==> config.mk <==
export PLATFORM = sky130hd
export DESIGN_NAME = uart_tx_frame
export DESIGN_NICKNAME = d
export VERILOG_FILES = /design/src/rtl/uart_pkg.sv /design/src/rtl/uart_baud_tick.sv /design/src/rtl/uart_tx_frame.sv
export SDC_FILE = /design/constraint.sdc
export NUM_CORES = 1
export LEC_CHECK = 0
export CAP_MARGIN = 30
export CORE_MARGIN = 2
export CORE_UTILIZATION = 38
export DETAILED_ROUTE_END_ITERATION = 6
export PLACE_DENSITY = 0.65
export SLEW_MARGIN = 20
export SYNTH_ARGS = -nofsm -noshare
export SYNTH_HDL_FRONTEND = slang
export SYNTH_SLANG_ARGS = --single-unit
==> constraint.sdc <==
create_clock -name clk -period 2.4 [get_ports clk]
set_input_delay 0.6 -clock clk [delete_from_list [all_inputs] [get_ports clk]]
set_output_delay 0.6 -clock clk [all_outputs]
set_load 0.02 [all_outputs]
==> src/rtl/uart_pkg.sv <==
// Shared UART definitions: FSM state encoding, oversample ratio and the
// divider-width helper used by both the transmit and receive paths.
package uart_pkg;

    typedef enum logic [2:0] {
        ST_IDLE,
        ST_START,
        ST_DATA,
        ST_PARITY,
        ST_STOP
    } uart_state_e;

    localparam int OVERSAMPLE = 16;
    localparam int TICK_W     = $clog2(OVERSAMPLE);

    // Counter width able to hold 0..div-1; never narrower than one bit.
    function automatic int clkdiv_w(input int div);
        return (div <= 2) ? 1 : $clog2(div);
    endfunction

endpackage

==> src/rtl/uart_baud_tick.sv <==
// Oversample tick generator: counts 0..CLK_DIV-1 and flags the last count.
// Synchronous clear holds the count at zero; shared with the receive path.
module uart_baud_tick
    import uart_pkg::*;
#(
    parameter int CLK_DIV = 4
) (
    input  logic clk,
    input  logic rst_n,
    input  logic clr_i,
    output logic tick_o
);

    localparam int W = clkdiv_w(CLK_DIV);

    logic [W-1:0] cnt_q, cnt_d;
    logic         at_top;

    assign at_top = (cnt_q == W'(CLK_DIV - 1));
    assign tick_o = at_top && !clr_i;

    always_comb begin
        cnt_d = cnt_q + 1'b1;
        if (clr_i || at_top) cnt_d = '0;
    end

    always_ff @(posedge clk or negedge rst_n) begin
        if (!rst_n) cnt_q <= '0;
        else        cnt_q <= cnt_d;
    end

endmodule

==> src/rtl/uart_tx_frame.sv <==
// UART transmitter: start, DATA_BITS data (LSB first), optional parity,
// STOP_BITS stop bits. Parity is compiled in with `define UART_TX_PARITY_EN.
module uart_tx_frame
    import uart_pkg::*;
#(
    parameter int CLK_DIV    = 4,
    parameter int DATA_BITS  = 8,
    parameter int STOP_BITS  = 1,
    parameter int PARITY_ODD = 0
) (
    input  logic                 clk,
    input  logic                 rst_n,
    input  logic [DATA_BITS-1:0] tx_data,
    input  logic                 tx_valid,
    output logic                 tx_ready,
    output logic                 tx_dout,
    output logic                 tx_busy,
    output logic                 tx_done
);

    uart_state_e          state_q;
    logic [DATA_BITS-1:0] shift_q;
    logic [2:0]           bit_cnt_q;
    logic [TICK_W-1:0]    tick_cnt_q;
    logic                 dout_q, ready_q, busy_q, done_q;
    logic                 tick, bit_end, idle;
`ifdef UART_TX_PARITY_EN
    logic                 par_q;
`endif

    assign idle    = (state_q == ST_IDLE);
    assign bit_end = tick && (tick_cnt_q == TICK_W'(OVERSAMPLE - 1));

    uart_baud_tick #(.CLK_DIV(CLK_DIV)) u_baud (
        .clk    (clk),
        .rst_n  (rst_n),
        .clr_i  (idle),
        .tick_o (tick)
    );

    always_ff @(posedge clk or negedge rst_n) begin
        if (!rst_n) begin
            state_q    <= ST_IDLE;
            shift_q    <= '0;
            bit_cnt_q  <= '0;
            tick_cnt_q <= '0;
            dout_q     <= 1'b1;
            ready_q    <= 1'b1;
            busy_q     <= 1'b0;
            done_q     <= 1'b0;
`ifdef UART_TX_PARITY_EN
            par_q      <= 1'b0;
`endif
        end else begin
            done_q <= 1'b0;
            if (idle)      tick_cnt_q <= '0;
            else if (tick) tick_cnt_q <= tick_cnt_q + 1'b1;

            case (state_q)
                ST_IDLE: begin
                    if (tx_valid && ready_q) begin
                        shift_q <= tx_data;
`ifdef UART_TX_PARITY_EN
                        par_q   <= (^tx_data) ^ PARITY_ODD[0];
`endif
                        state_q <= ST_START;
                        dout_q  <= 1'b0;
                        ready_q <= 1'b0;
                        busy_q  <= 1'b1;
                    end
                end
                ST_START: begin
                    if (bit_end) begin
                        state_q   <= ST_DATA;
                        dout_q    <= shift_q[0];
                        bit_cnt_q <= '0;
                    end
                end
                ST_DATA: begin
                    if (bit_end) begin
                        if (bit_cnt_q == 3'(DATA_BITS - 1)) begin
                            bit_cnt_q <= '0;
`ifdef UART_TX_PARITY_EN
                            state_q   <= ST_PARITY;
                            dout_q    <= par_q;
`else
                            state_q   <= ST_STOP;
                            dout_q    <= 1'b1;
`endif
                        end else begin
                            // Next bit is taken pre-shift so the line and the register move together.
                            shift_q   <= shift_q >> 1;
                            dout_q    <= shift_q[1];
                            bit_cnt_q <= bit_cnt_q + 1'b1;
                        end
                    end
                end
`ifdef UART_TX_PARITY_EN
                ST_PARITY: begin
                    if (bit_end) begin
                        state_q <= ST_STOP;
                        dout_q  <= 1'b1;
                    end
                end
`endif
                ST_STOP: begin
                    if (bit_end) begin
                        if (bit_cnt_q == 3'(STOP_BITS - 1)) begin
                            state_q <= ST_IDLE;
                            done_q  <= 1'b1;
                            ready_q <= 1'b1;
                            busy_q  <= 1'b0;
                        end else begin
                            bit_cnt_q <= bit_cnt_q + 1'b1;
                        end
                    end
                end
                default: begin
                    state_q <= ST_IDLE;
                    dout_q  <= 1'b1;
                    ready_q <= 1'b1;
                    busy_q  <= 1'b0;
                end
            endcase
        end
    end

    assign tx_dout  = dout_q;
    assign tx_ready = ready_q;
    assign tx_busy  = busy_q;
    assign tx_done  = done_q;

endmodule

# Yosys cells after proc, flatten, opt, wreduce, memory -nomap -nowiden
# Index checks and enable logic that the tools add are counted.
[op_classes] addsub=3 mul=0 div_mod_pow=0 order_cmp=0 n_eq_ne=14 shift=0 mux=35 bitwise=2 n_reduce_logical=16
[op_table] op="$mux 3" n=11
[op_table] op="$mux 8" n=3
[op_table] op="$ne 2x2->1 const B" n=8
[op_table] op="$pmux 8 s2" n=1
[op_table] op="$mux 1" n=12
[op_table] op="$pmux 3 s4" n=1
[op_table] op="$reduce_and 4->1" n=3
[op_table] op="$pmux 3 s3" n=1
[op_table] op="$mux 4" n=2
[op_table] op="$eq 3x3->1 const B" n=2
[op_table] op="$logic_not 3->1" n=2
[op_table] op="$pmux 1 s3" n=2
[op_table] op="$reduce_and 6->1" n=1
[op_table] op="$reduce_and 5->1" n=1
[op_table] op="$add 4x1->4 const B" n=1
[op_table] op="$eq 4x4->1 const B" n=1
[op_table] op="$pmux 1 s4" n=1
[op_table] op="$reduce_bool 2->1" n=2
[op_table] op="$add 3x1->3 const B" n=1
[op_table] op="$eq 3x1->1 const B" n=1
[op_table] op="$eq 3x2->1 const B" n=1
[op_table] op="$logic_and 1x1->1" n=3
[op_table] op="$reduce_bool 3->1" n=1
[op_table] op="$add 2x1->2 const B" n=1
[op_table] op="6 further kinds" n=7
[word_totals] ff_bits=24 latchBits=0 ramBits=0 mem_bits_ro=0 input_bits=11 output_inout_bits=4 n_memories=0

# Logic depth before layout (Yosys ltp)
# Gate-level depths: netlist (run 1).
[depth] ltp_word=6 mapped_depth=7 mapped_depth_nobuf=5

# Cells and area by module
# A second synthesis (run 1) with hierarchy kept.
[hier_totals] cells_unflattened=128 area_unflattened_um2=1270.0
[by_module_without_submodules] module="uart_tx_frame" n_inst=1 cells_each=122 area_each_um2=1183.6 seq_area_each_um2=553.0
[by_module_without_submodules] module="uart_baud_tick" n_inst=1 cells_each=6 area_each_um2=86.3 seq_area_each_um2=50.0

# Least setup slack after synthesis (run 1)
# No wires, ideal clock.
[synth_path] kind="register -> register" from="register u_baud.cnt_q[0]" to="register shift_q[4]" setup_time_ns=0.082 arrival_ns=1.654 t_required_ns=2.318 setup_slack_ns=0.664 stages_incl_launch_ff=8 path_buffers=2 synth_period_minus_slack_ns=1.736 path_cell_list="dfrtp_1 > ha_1 > clkbuf_1 > nand4_1 > o32ai_4 > buf_6 > nor2_1 > a31oi_1"
[synth_via] elab_chain_cells=5
[synth_lines] item="start, declared" line_no="uart_baud_tick.sv:16" text="logic [W-1:0] cnt_q, cnt_d;"
[synth_lines] item="start signal, assigned" line_no="uart_baud_tick.sv:29" text="else cnt_q <= cnt_d;"
[synth_lines] item="$eq 2x2->1" line_no="uart_baud_tick.sv:19" text="assign at_top = (cnt_q == W'(CLK_DIV - 1));"
[synth_lines] item="$logic_and 1x1->1" line_no="uart_baud_tick.sv:20" text="assign tick_o = at_top && !clr_i;"
[synth_lines] item="$logic_and 1x1->1" line_no="uart_tx_frame.sv:32" text="assign bit_end = tick && (tick_cnt_q == TICK_W'(OVERSAMPLE - 1));"
[synth_lines] item="$ne 2x2->1 (no line)"
[synth_lines] item="$reduce_and 4->1 (no line)"
[synth_lines] item="end signal, assigned" line_no="uart_tx_frame.sv:62" text="shift_q <= tx_data;"
[synth_lines] item="end signal, assigned" line_no="uart_tx_frame.sv:92" text="shift_q <= shift_q >> 1;"
[synth_lines] item="end, declared" line_no="uart_tx_frame.sv:22" text="logic [DATA_BITS-1:0] shift_q;"
# No other way between the ends.
# A chain may end at the register's enable or synchronous reset.

# Final worst setup path (run 1)
[layout_path] from="register ready_q (netlist: tx_ready)" to="output port tx_ready"
[layout_rtl] item="start, declared" line_no="uart_tx_frame.sv:25" text="logic dout_q, ready_q, busy_q, done_q;"
[layout_rtl] item="start signal, assigned" line_no="uart_tx_frame.sv:48" text="ready_q <= 1'b1;"
[layout_rtl] item="start signal, assigned" line_no="uart_tx_frame.sv:68" text="ready_q <= 1'b0;"
[layout_rtl] item="start signal, assigned" line_no="uart_tx_frame.sv:111" text="ready_q <= 1'b1;"
[layout_rtl] item="end, declared" line_no="uart_tx_frame.sv:15" text="output logic tx_ready,"
# No word-level cell between the ends.

==> run metrics, run 1 <==
PwrDens about 560 nW/µm²; Cell Area, Synth 1280 µm²; global-route wire length before repair roughly 4.6 mm; Yosys cell types 35; pre-CTS WS 0.413 ns; worst hold path class flop to flop; clock latency on the worst-skew pair just over 0.3 ns; site row count 21; wire per inst roughly 12 µm; RSZ-0062 raised after global routing no; initial antenna violation count 0; Post-CTS Setup Bufs 0; Setup WS post-layout ~0.26 ns; die area between 3000 and 4000 µm²; Hold Fails Final Rpt 0; Syn Area/Cell around 9.4 µm²; CTS tree done; Comb power frac 0.181; DPL Wire Length 1.76 mm; crit path buf inv count 1; fillers 320; core area about 3300 µm²; synthesis-stage register bit count 24; data required time at the worst endpoint around 1.8 ns; worst-path cell chain clkdlybuf4s50_1; die extent in y 62.1 µm; routability congestion estimate a little under 0.8; area of the multi-input gates 602 µm²; Layout Utilization 0.455; # diodes 0; CTS Buffer Depth 2; CP max-delay cell clkdlybuf4s50_1; iteration-0 DRC count of the detailed router 35; syn nets 152; largest net degree at the start of global routing 25; Syn. warnings 0; First-pass DRT Iterations 6; Starting Density 0.391; PortBufs 14; Register Area about 600 µm²; CTS H-Tree Depth 1; clock skew approximately 0.0092 ns; Slew headroom 0.645; Final min period 2.14 ns; Psw roughly 0.21 mW; layout cells sized above 1 0.0933; Slew @ Worst Pin ~0.53 ns; Setup CP Type flop to output port; post-cts sizing count 0; CP Max Fanout 6; IO Pins 15; Via density between 5 and 6; pins over their slew limit 0; Antenna Violating Nets Remaining 0; Mapped Cells 136; Critical Path End Type output port; CTS Hold Bufs 0; routed vias 998; GRT Resource Usage Total 0.145; CP arrival roughly 1.5 ns; total detailed-routing wirelength approximately 2.4 mm; Sw Ratio 0.255; clk sinks 24; Residual DRC 0; slowest cell delay on critical path about 0.63 ns; R2R setup slack between 0.4 and 0.5 ns; CTS Root Cell clkbuf_4; outcome completed; final worst-path cycle share 0.891; nets@finish between 150 and 200; sequential area share after synthesis 0.470; die width between 60 and 70 µm; Setup violations, final 0; Peak supply drop about 0.00041 V; CTS Buf Count 3; Setup crit start kind flop; Static Leak roughly 0.64 nW; vias in the first global route 999; Post-synth ARST share 1.00; family with the most delay on the worst path buffers and inverters; Reg clk slew, reported paths 0.11 ns; Layout area overhead 16.5%; Main synth FF type dfrtp_1; aggregate negative setup slack 0 ns; Power Internal 0.623 mW; Peak Freq roughly 470 MHz; grt ovf 0; EDFF count, synth 0; sequential power share 0.573; Max Cap Viol 0; Clock power frac 0.245
power by group through the flow:
| stage | logic (mW) | clock network (mW) | registers [mW] |
|---|---|---|---|
| final | 0.152 | 0.205 | 0.480 |
| after global routing | 0.174 | 0.237 | 0.487 |
| after CTS | 0.154 | 0.218 | 0.480 |
| after detailed placement | 0.153 | 0 | 0.488 |
| after global placement | 0.149 | 0 | 0.487 |
| after floorplan | 0.0910 | 0 | 0.491 |
stage by stage:
| stage | power [mW] | cells | hold slack, ns | instance area, µm² |
|---|---|---|---|---|
| after floorplan | 0.582 | 136 | 0.304 | 1280 |
| after global placement | 0.636 | 192 | 0.426 | 1460 |
| after detailed placement | 0.641 | 192 | 0.431 | 1460 |
| after CTS | 0.852 | 196 | 0.448 | 1500 |
| after global routing | 0.898 | 196 | 0.486 | 1500 |
| final | 0.837 | 196 | 0.449 | 1500 |
worst paths after layout:
kind / startpoint / endpoint / cells past startpoint
worst min register to register: u_baud.cnt_q[0]$_DFF_PN0_ / u_baud.cnt_q[0]$_DFF_PN0_ / 1
worst max-delay path: tx_ready$_DFFE_PN1P_ / tx_ready / 1
worst max register to register: u_baud.cnt_q[0]$_DFF_PN0_ / shift_q[2]$_DFFE_PN0P_ / 5
max in group asynchronous: rst_n / tx_ready$_DFFE_PN1P_ / 2
worst min-delay path: u_baud.cnt_q[0]$_DFF_PN0_ / u_baud.cnt_q[0]$_DFF_PN0_ / 1
min in group asynchronous: rst_n / shift_q[3]$_DFFE_PN0P_ / 2
flip-flops by register name, indices dropped and copies added (netlist names):
| register | flops |
|---|---|
| u_baud.cnt_q | 2 |
| tx_dout | 1 |
| state_q | 3 |
| shift_q | 8 |
| tx_done | 1 |
| tx_ready | 1 |
| tick_cnt_q | 4 |
| bit_cnt_q | 3 |
| tx_busy | 1 |
logic make-up (layout without fill, tap and decap cells):
kind of cell             after synthesis  after routing  synth area share
flip-flops                            24             24             0.470
AND/OR/NAND/NOR                       58             58             0.210
adder cells (fa/ha/maj)                5              5            0.0487
multiplexers                           4              4            0.0322
buffers and inverters                 14             28            0.0614
XOR/XNOR                               4              4            0.0273
AO/OA/AOI/OAI                         27             27             0.151
routing by layer:
metal / global-route usage / part of all wire
met5: 0 / 0
met4: 0.0306 / 0.0075
met3: 0.0471 / 0.062
met2: 0.231 / 0.46
met1: 0.194 / 0.47
cells in the mapped netlist, types with 2 or more instances:
cell / number / area (µm²)
a21oi_1: 6 / 30.0
a31oi_1: 8 / 50.1
buf_6: 3 / 33.8
clkbuf_1: 4 / 15.0
dfrtp_1: 22 / 551
dfstp_2: 2 / 52.6
ha_1: 5 / 62.6
inv_1: 5 / 18.8
mux2i_1: 3 / 30.0
nand2_1: 18 / 67.6
nand4_1: 4 / 25.0
nor2_1: 17 / 63.8
nor2b_1: 2 / 12.5
nor3_1: 9 / 45.0
o21ai_0: 5 / 25.0
o311a_1: 2 / 20.0
xor2_1: 3 / 26.3
layout make-up:
| cell class | instances | area share |
|---|---|---|
| sequential | 24 | 0.403 |
| multi-input combinational | 98 | 0.403 |
| timing repair buffer | 19 | 0.119 |
| tap | 46 | 0.0385 |
| clock buffer | 4 | 0.0243 |
| inverter | 5 | 0.0126 |
placed cells by master (no fill, tap or decap), types with 2 or more instances in the layout:
cell,count
a31oi_1,8
nand4_1,4
dfstp_2,2
dfrtp_1,22
clkdlybuf4s50_1,14
nand2_1,18
nor3_1,9
o21ai_0,5
a21oi_1,6
inv_1,5
nor2b_1,2
xor2_1,3
mux2i_1,3
ha_1,5
buf_4,5
nor2_1,17
o311a_1,2
clkbuf_4,3
(Power assumes the default switching activity.)
==> inputs of run 2 (changes only) <==
CELL_PAD_IN_SITES_DETAIL_PLACEMENT = 1   (was unset)
CELL_PAD_IN_SITES_GLOBAL_PLACEMENT = 2   (was unset)
CORE_UTILIZATION = 34   (was 38)
PLACE_DENSITY = 0.84   (was 0.65)
SLEW_MARGIN = unset   (was 20)
==> run 2 against run 1 <==
- via count increased by 4.4%
- non-clock buffer count unchanged
- fmax up 3.4%
- routed wire length is 22% higher
- critical path depth is the same
- utilization fell by 3.8 points
- sequential share of layout area down 0.57 points
- flip-flop and latch count did not move
- combinational power about the same
- sequential power hardly changed
- largest cell class unchanged
- largest power group unchanged
==> run metrics, run 2 (synthesis results as in run 1) <==
final worst-path cycle share 0.861; site row count 22; IO Pins 15; post-cts sizing count 0; Setup violations, final 0; Post-CTS Setup Bufs 0; die area between 4000 and 5000 µm²; worst hold path class flop to flop; total detailed-routing wirelength 2.92 mm; CP Max Fanout 6; CP arrival about 1.5 ns; largest net degree at the start of global routing 25; iteration-0 DRC count of the detailed router 64; Antenna Violating Nets Remaining 0; CTS tree done; CTS Hold Bufs 0; Peak supply drop between 0.0002 and 0.0003 V; PwrDens roughly 600 nW/µm²; Biggest register shift_q; First-pass DRT Iterations 4; worst-path cell chain clkdlybuf4s50_1; routed vias around 1.0k; CTS Buf Count 3; data required time at the worst endpoint approximately 1.8 ns; die width 65.4 µm; Via density roughly 5.3; global-route wire length before repair about 5.2 mm; grt ovf 0; slowest cell delay on critical path ~0.61 ns; max FFs per register 8; aggregate negative setup slack 0 ns; initial antenna violation count 0; Critical Path End Type output port; crit path buf inv count 1; Design Area, Final around 1500 µm²; outcome completed; Residual DRC 0; RSZ-0062 raised after global routing no; WHS 0.444 ns; CTS H-Tree Depth 1; Setup CP Type flop to output port; Placed Area about 1500 µm²; fillers between 400 and 500; PortBufs 14; clk sinks 24; wire per inst ~15 µm; CTS Buffer Depth 2; Regs by FF count shift_q (8), tick_cnt_q (4); Final min period between 2 and 2.5 ns; # diodes 0; Max Cap Viol 0; GRT Resource Usage Total 0.155; Finished Layout Cells a little under 200; Setup crit start kind flop; Static Leak around 0.65 nW; vias in the first global route 1,099; clock skew 0.00245 ns; nets@finish roughly 170; most frequent cells in the layout 22 x dfrtp_1, 18 x nand2_1, 17 x nor2_1; layout cells sized above 1 0.0933; pins over their slew limit 0; routability congestion estimate 0.785; die extent in y 65.4 µm; Layout area overhead 18.1%; area of the multi-input gates approximately 600 µm²; CTS Root Cell clkbuf_8; Reg clk slew, reported paths roughly 0.080 ns; clock latency on the worst-skew pair roughly 0.27 ns; core area between 3000 and 4000 µm²; CP max-delay cell clkdlybuf4s50_1; Layout Utilization 0.417; Peak Freq 484 MHz; placed cells around 190; Slew headroom 0.651; Register Area between 600 and 700 µm²; Hold Fails Final Rpt 0; family with the most delay on the worst path buffers and inverters; Starting Density 0.353; DPL Wire Length between 2 and 2.5 mm; Slew @ Worst Pin around 0.52 ns; commonest non-fill, non-tap cell in the layout dfrtp_1
-- run 2: changes by cell type in the layout (fill, tap and decap cells not counted) --
cell and delta:
clkbuf_8 +3, clkbuf_4 -3
-- run 2: path summary, 6_finish.rpt --
path                                      startpoint                        end  slack, ns  cells after the start
min in group asynchronous                      rst_n     state_q[0]$_DFFE_PN0P_       0.69                      2
max reg2reg                u_baud.cnt_q[0]$_DFF_PN0_     shift_q[4]$_DFFE_PN0P_       0.44                      5
max in group asynchronous                      rst_n       tx_ready$_DFFE_PN1P_       1.42                      2
max                             tx_ready$_DFFE_PN1P_                   tx_ready       0.33                      1
min                        u_baud.cnt_q[0]$_DFF_PN0_  u_baud.cnt_q[0]$_DFF_PN0_       0.44                      1
min reg2reg                u_baud.cnt_q[0]$_DFF_PN0_  u_baud.cnt_q[0]$_DFF_PN0_       0.44                      1
-- run 2: area by class of cell --
type / instances / area share
multi-input cells: 98 / 0.397
repair buffers: 19 / 0.117
flip-flops and latches: 24 / 0.398
inverters: 5 / 0.0124
well taps: 48 / 0.0396
clock buffers: 4 / 0.0363
-- run 2: through the flow --
stage,setup WS [ns],total power [mW]
6_report,0.333,0.911
5_1_grt,0.214,0.963
4_1_cts,0.325,0.926
3_5_place_dp,0.361,0.648
3_3_place_gp,0.458,0.639
2_1_floorplan,0.664,0.582
-- run 2: where the power goes --
part	total (mW)	internal, mW	switching [mW]
clock network	0.274	0.147	0.128
registers	0.483	0.453	0.0294
logic	0.155	0.0777	0.0770
total	0.911	0.678	0.234
-- run 2: layer usage --
metal / GRT usage / part of all wire / up-vias
li1: - / - / 504
met1: 0.210 / 0.50 / 521
met2: 0.258 / 0.47 / 13
met3: 0.0360 / 0.024 / 4
met4: 0.0234 / 0.0068 / 0
met5: 0 / 0 / -
